File: src/rtl/ps2_host_tx.sv
// Host-to-device PS/2 transmitter: inhibits the bus, requests to send, then shifts
// one byte plus odd parity and stop on device clock falls and checks the device ACK.
module ps2_host_tx #(
   parameter int unsigned INHIBIT_CYCLES = 1200,
   parameter int unsigned TIMEOUT_CYCLES = 200000
) (
   input  logic       clock,
   input  logic       resetn,
   input  logic [7:0] tx_data,
   input  logic       tx_valid,
   output logic       tx_ready,
   output logic       busy,
   output logic       tx_done,
   output logic       tx_error,
   input  logic       ps2_clk_in,
   input  logic       ps2_dat_in,
   output logic       clk_oe,
   output logic       dat_oe
);

   localparam int unsigned INH_W = $clog2(INHIBIT_CYCLES);
   localparam int unsigned TO_W  = $clog2(TIMEOUT_CYCLES);
   localparam logic [INH_W-1:0] INH_LAST = INH_W'(INHIBIT_CYCLES - 1);
   localparam logic [INH_W-1:0] INH_PRE  = INH_W'(INHIBIT_CYCLES - 2);
   localparam logic [TO_W-1:0]  TO_LAST  = TO_W'(TIMEOUT_CYCLES - 1);

   typedef enum logic [2:0] {
      S_IDLE,
      S_INHIBIT,
      S_REQ,
      S_SEND,
      S_ACK,
      S_WAIT_IDLE
   } state_t;

   state_t            state_q, state_d;
   logic [INH_W-1:0]  inh_q, inh_d;
   logic [TO_W-1:0]   to_q, to_d;
   logic [3:0]        bit_q, bit_d;
   logic [9:0]        frame_q, frame_d;
   logic              clk_oe_d, dat_oe_d, done_d, err_d, ready_d;

   logic clk_meta, clk_sync, clk_prev;
   logic dat_meta, dat_sync;
   logic fall;

   // Two-flop synchronisers; idle-high reset values avoid a false fall after reset
   always_ff @(posedge clock or negedge resetn) begin
      if (!resetn) begin
         clk_meta <= 1'b1;
         clk_sync <= 1'b1;
         clk_prev <= 1'b1;
         dat_meta <= 1'b1;
         dat_sync <= 1'b1;
      end else begin
         clk_meta <= ps2_clk_in;
         clk_sync <= clk_meta;
         clk_prev <= clk_sync;
         dat_meta <= ps2_dat_in;
         dat_sync <= dat_meta;
      end
   end

   assign fall = clk_prev & ~clk_sync;

   always_ff @(posedge clock or negedge resetn) begin
      if (!resetn) begin
         state_q  <= S_IDLE;
         inh_q    <= '0;
         to_q     <= '0;
         bit_q    <= '0;
         frame_q  <= '0;
         clk_oe   <= 1'b0;
         dat_oe   <= 1'b0;
         tx_done  <= 1'b0;
         tx_error <= 1'b0;
         tx_ready <= 1'b1;
         busy     <= 1'b0;
      end else begin
         state_q  <= state_d;
         inh_q    <= inh_d;
         to_q     <= to_d;
         bit_q    <= bit_d;
         frame_q  <= frame_d;
         clk_oe   <= clk_oe_d;
         dat_oe   <= dat_oe_d;
         tx_done  <= done_d;
         tx_error <= err_d;
         tx_ready <= ready_d;
         busy     <= ~ready_d;
      end
   end

   // Next state and next registered outputs
   always_comb begin
      state_d  = state_q;
      inh_d    = inh_q;
      to_d     = to_q;
      bit_d    = bit_q;
      frame_d  = frame_q;
      clk_oe_d = 1'b0;
      dat_oe_d = dat_oe;
      done_d   = 1'b0;
      err_d    = 1'b0;

      case (state_q)
         S_IDLE: begin
            dat_oe_d = 1'b0;
            if (tx_valid && tx_ready) begin
               frame_d  = {1'b1, ~^tx_data, tx_data};
               bit_d    = '0;
               inh_d    = '0;
               clk_oe_d = 1'b1;
               state_d  = S_INHIBIT;
            end
         end
         S_INHIBIT: begin
            if (inh_q == INH_LAST) begin
               to_d     = '0;
               dat_oe_d = 1'b1;
               state_d  = S_REQ;
            end else begin
               clk_oe_d = 1'b1;
               inh_d    = inh_q + INH_W'(1);
               // start bit goes on the line during the final inhibit cycle
               if (inh_q == INH_PRE) dat_oe_d = 1'b1;
            end
         end
         S_REQ: begin
            state_d = S_SEND;
         end
         S_SEND: begin
            if (fall) begin
               dat_oe_d = ~frame_q[0];
               frame_d  = {1'b0, frame_q[9:1]};
               bit_d    = bit_q + 4'd1;
               if (bit_q == 4'd9) state_d = S_ACK;
            end
         end
         S_ACK: begin
            dat_oe_d = 1'b0;
            if (fall) begin
               if (!dat_sync) begin
                  state_d = S_WAIT_IDLE;
               end else begin
                  err_d   = 1'b1;
                  state_d = S_IDLE;
               end
            end
         end
         S_WAIT_IDLE: begin
            dat_oe_d = 1'b0;
            if (clk_sync && dat_sync) begin
               done_d  = 1'b1;
               state_d = S_IDLE;
            end
         end
         default: begin
            dat_oe_d = 1'b0;
            state_d  = S_IDLE;
         end
      endcase

      // Timeout overrides any event seen in the same cycle
      if (state_q inside {S_REQ, S_SEND, S_ACK, S_WAIT_IDLE}) begin
         if (to_q == TO_LAST) begin
            state_d  = S_IDLE;
            clk_oe_d = 1'b0;
            dat_oe_d = 1'b0;
            done_d   = 1'b0;
            err_d    = 1'b1;
         end else begin
            to_d = to_q + TO_W'(1);
         end
      end

      // Ready only once IDLE has been held for a full cycle, i.e. after the result pulse
      ready_d = (state_d == S_IDLE) && (state_q == S_IDLE);
   end

endmodule

File: config.mk
export PLATFORM = sky130hd
export DESIGN_NAME = ps2_host_tx
export DESIGN_NICKNAME = d
export VERILOG_FILES = /design/src/rtl/ps2_host_tx.sv
export SDC_FILE = /design/constraint.sdc
export NUM_CORES = 1
export LEC_CHECK = 0
export CORE_ASPECT_RATIO = 1.4
export CORE_UTILIZATION = 53
export DETAILED_ROUTE_END_ITERATION = 8
export GPL_ROUTABILITY_DRIVEN = 0
export GPL_TIMING_DRIVEN = 0
export PLACE_DENSITY = 0.8
export SYNTH_ARGS = -nofsm -noshare
export SYNTH_HDL_FRONTEND = slang
export SYNTH_SLANG_ARGS = --single-unit
File: constraint.sdc
create_clock -name clock -period 1.8 [get_ports clock]
set_input_delay 0.36 -clock clock [delete_from_list [all_inputs] [get_ports clock]]
set_output_delay 0.36 -clock clock [all_outputs]
set_load 0.05 [all_outputs]
==> qor_table.md <==
| Group | Quantity | Reported |
|:---|:---|:---|
| route | Number of nets with antenna violations after routing | 0 |
| yosys | Most area-consuming cells after synthesis | sky130_fd_sc_hd__dfrtp_1, sky130_fd_sc_hd__mux2i_1, sky130_fd_sc_hd__dfstp_2 |
| grt | Global-route wire length before repair | 10600 um |
| yosys | Avg Synthesized Cell Area | 9.97 um2 |
| yosys | Dominant combinational cell family by area after synthesis | simple AND/OR/NAND/NOR gates |
| worst setup path | Worst setup startpoint | to_q[12] |
| grt | Initial antenna violation count | 0 |
| power and ir drop | Power share of the clock group | 47.1% |
| final layout | Post-layout utilization of the core | 67.5% |
| floorplan | Number of cell rows | 31 |
| grt | Total congestion overflow | 0 |
| worst setup path | Category of the most critical setup path | flip-flop to flip-flop |
| grt | Number of global-route vias before repair | 2398 |
| power and ir drop | Sequential share of power | 49.1% |
| placement | Count of buffers inserted at the top-level ports | 18 |
| yosys | Leading register cell type out of synthesis | sky130_fd_sc_hd__dfrtp_1 |
| yosys | Number of synthesized register bits | 57 |
| clock network | Clock transition at the registers of the reported paths | 0.07 ns |
| yosys | Number of instances in the synthesized netlist | 293 |
| placement | Half-perimeter wire length after placement | 4370 um |
| worst setup path | Launch instance of the worst register-to-register path | to_q[12] |
| sta | Worst hold slack | 0.0416 ns |
| power and ir drop | Combinational fraction of design power | 3.9% |
| clock network | Clock buffer depth | 2 |
| worst setup path | Setup slack, reg-to-reg | -0.14 ns |
| power and ir drop | Total power divided by cell area | 748 nW/um2 |
| yosys | Syn Nets | 311 |
| sta | Normalized max-slew margin | 58.0% |
| worst setup path | Critical path required time | 2.06 ns |
| sta | Final min period | 1.94 ns |
| worst setup path | Kind of start point of the critical path | flip-flop |
| grt | Maximum number of pins on one net before global-route repair | 33 |
| route | Via density | 5.91 |
| route | Count of routing violations after the opening detailed-route iteration | 116 |
| final layout | Fraction of layout cells with a size suffix above 1 | 16.3% |
| clock network | CTS tree | built |
| yosys | Async SR Flop Fraction | 100% |
| sta | Fin worst setup slack | -0.143 ns |
| yosys | Number of different library cells in the post-synthesis netlist | 51 |
| yosys | Cell Area, Synth | 2920 um2 |
| sta | Skew final | 0.0112 ns |
| route | Total vias in the final route | 2346 |
| power and ir drop | Power dissipated by switching net loads | 0.551 mW |
| clock network | Hold buffer count at cts | 0 |
| power and ir drop | Fraction of power spent switching nets | 20.8% |
| sta | Share of the clock period used by the worst path | 108% |
| floorplan | Total die area | 5820 um2 |
| clock network | Sink count of the clock tree | 57 |
| route | Number of optimization iterations in the first detailed-route pass | 4 |
| grt | Overall track demand over capacity in global routing | 23.9% |
| yosys | Share of synthesized cell area in and, or, nand and nor gates | 26.0% |
| floorplan | Die extent in y | 89.8 um |
| route | Average routed wire per standard cell | 15.8 um |
| yosys | Total of warnings raised by yosys | 0 |
| worst setup path | Critical path endpoint category | flip-flop |
| route | Routed wire length | 6280 um |
| floorplan | Ports | 19 |
| yosys | Synth Area in XOR/XNOR | 5.10% |
| worst setup path | Critical path endpoint | to_q[5] |
| clock network | Worst-Skew Late Latency | 0.34 ns |
| yosys | Area leader, netlist | sky130_fd_sc_hd__dfrtp_1 |
| floorplan | Placeable core region | 5240 um2 |
| yosys | Most repeated cell in the gate-level netlist after synthesis | sky130_fd_sc_hd__dfrtp_1 |
| route | Drt drc | 0 |
| yosys | Synth Area in Adders | 2.14% |
| final layout | Synth-to-Final Area Change | 20.9% |
| sta | Worst-Margin Slew | 0.630 ns |
| power and ir drop | Internal portion of total power | 2.09 mW |
| final layout | FILL cells | 409 |
| final layout | Number of inserted diodes | 0 |
| worst setup path | Critical path data arrival time | 2.20 ns |
| sta | Final count of hold timing violations | 0 |
| power and ir drop | Leakage | 1.62 nW |
| run status | Status | complete, but fails checks |
| yosys | Post-synth top area share | 43.7% |
| final layout | Layout Nets | 344 |
| power and ir drop | Final Total Pwr | 2.64 mW |
| floorplan | Die extent in x | 64.8 um |
| worst setup path | R2R Path End | to_q[5] |
| yosys | Synth top cells by count | sky130_fd_sc_hd__dfrtp_1, sky130_fd_sc_hd__nand2_1, sky130_fd_sc_hd__nor2_1 |
| yosys | Synthesized-area fraction occupied by ao, oa, aoi and oai cells | 8.91% |
| yosys | EDFF count, synth | 0 |
| worst setup path | Biggest fanout along the worst timing path | 10 |
| sta | Pins Over Slew Limit | 0 |
| worst setup path | Cells on worst reg2reg path | 5 |
| min path | HP Class | input port to asynchronous set/reset pin |
| clock network | Clock root buffer | sky130_fd_sc_hd__clkbuf_8 |
| clock network | Number of clock buffers inserted by TritonCTS | 9 |
| job | Max-cap violations | 0 |
| sta | Highest attainable clock frequency | 515 MHz |
| power and ir drop | Maximum ir drop on the vdd rail | 552 uV |
| floorplan | Initial Util | 55.8% |
| run status | Violated checks | negative setup slack |
| yosys | Sequential element share of the synthesized area | 49.1% |
| sta | Setup Viol. Count Final | 17 |
| yosys | Proportion of synthesized area in mux cells | 6.17% |
| sta | Setup repair after global routing missed its margin | yes |
| clock network | Number of levels in the clock H-tree | 3 |
## metrics by stage
step	instances	cell area (um2)	setup slack, ns	TNS [ns]
6_report	397	3530	-0.143	-1.52
5_1_grt	397	3530	-0.218	-2.61
4_1_cts	397	3470	-0.159	-1.58
3_5_place_dp	378	3200	-0.360	-8.68
3_3_place_gp	377	3190	-1.35	-80.81
2_1_floorplan	293	2920	-0.0428	-0.147
## worst min path at each step
stage               startpoint        end  slack (ns)
finish                  resetn    to_q[4]        0.04
global route            resetn  inh_q[10]        0.08
CTS                     resetn  inh_q[10]        0.05
detailed placement    clk_meta   clk_sync        0.35
global placement      clk_meta   clk_sync        0.35
floorplan               resetn   bit_q[0]        0.06
## cells in the final DEF (no fill, tap or decap), types with 2 or more instances in the layout
cell,n
sky130_fd_sc_hd__inv_1,8
sky130_fd_sc_hd__or4_1,2
sky130_fd_sc_hd__xor2_1,2
sky130_fd_sc_hd__a22o_1,3
sky130_fd_sc_hd__and3_1,3
sky130_fd_sc_hd__and3b_1,2
sky130_fd_sc_hd__nor3_1,5
sky130_fd_sc_hd__o211ai_1,3
sky130_fd_sc_hd__nor3_4,2
sky130_fd_sc_hd__nor2_1,21
sky130_fd_sc_hd__clkbuf_1,3
sky130_fd_sc_hd__nand3_1,14
sky130_fd_sc_hd__clkbuf_2,3
sky130_fd_sc_hd__nor4_1,4
sky130_fd_sc_hd__o32ai_1,2
sky130_fd_sc_hd__clkdlybuf4s50_1,11
sky130_fd_sc_hd__mux2i_1,18
sky130_fd_sc_hd__nand4b_1,2
sky130_fd_sc_hd__nand2b_1,6
sky130_fd_sc_hd__buf_4,5
sky130_fd_sc_hd__dfrtp_1,50
sky130_fd_sc_hd__nor4bb_4,2
sky130_fd_sc_hd__nand2_1,40
sky130_fd_sc_hd__nand4bb_1,2
sky130_fd_sc_hd__nor2b_1,3
sky130_fd_sc_hd__a31oi_1,12
sky130_fd_sc_hd__and4_1,2
sky130_fd_sc_hd__xnor2_1,14
sky130_fd_sc_hd__and2_1,3
sky130_fd_sc_hd__clkbuf_8,12
sky130_fd_sc_hd__a21oi_1,4
sky130_fd_sc_hd__nand3b_1,2
sky130_fd_sc_hd__o21ai_0,5
sky130_fd_sc_hd__dfstp_2,6
sky130_fd_sc_hd__dlygate4sd2_1,5
sky130_fd_sc_hd__buf_2,3
sky130_fd_sc_hd__ha_1,4
sky130_fd_sc_hd__nand4_1,12
## kinds of logic after synthesis
logic type	Yosys count
AOI/OAI and AO/OA	38
xor gates and xnor gates	17
adders and majority gates	5
buffers and inverters	18
DFF	57
muxes	18
and+or+nand+nor	140
## critical path: stages, from the launching register on
cell and delay, ns:
sky130_fd_sc_hd__dfrtp_1 0.38, sky130_fd_sc_hd__or4_1 0.51, sky130_fd_sc_hd__or4_4 0.48, sky130_fd_sc_hd__buf_8 0.18, sky130_fd_sc_hd__o21ai_2 0.14, sky130_fd_sc_hd__mux2i_1 0.19
## flip-flops by register name, indices dropped and copies added (netlist names), 3 cells and up
register,count
to_q,18
inh_q,11
frame_q,10
bit_q,4
state_q,3
## per-layer routing
metal	up-vias	wire, um	track usage (%)
li1	1118	-	-
met1	1178	2510	26.4
met2	42	3510	42.5
met3	8	159	4.44
met4	0	97	11.7
met5	-	0	0
## power by group through the flow
stage / clock [mW] / combinational (mW) / sequential (mW)
after CTS: 1.26 / 0.104 / 1.30
after global routing: 1.31 / 0.114 / 1.30
after global placement: 0 / 0.0973 / 1.32
final: 1.24 / 0.102 / 1.30
after floorplan: 0 / 0.0365 / 1.32
after detailed placement: 0 / 0.104 / 1.32
## repair_timing
action,in CTS,in global routing
setup endpoints to repair,51,37
gates resized for setup,15,15
pin swaps,2,0
gates cloned,0,0
setup buffers,4,1
## final cells by class
type / instances / area [um2] / area share [%]
inverter: 8 / 30.0 / 0.850
clock buffer: 14 / 173 / 4.89
clock inverter: 2 / 35.0 / 0.992
buffer: 8 / 51.3 / 1.45
sequential: 57 / 1440 / 40.6
tap: 66 / 82.6 / 2.34
multi-input combinational: 218 / 1500 / 42.4
timing repair buffer: 24 / 229 / 6.48
(Power assumes the default switching activity.)
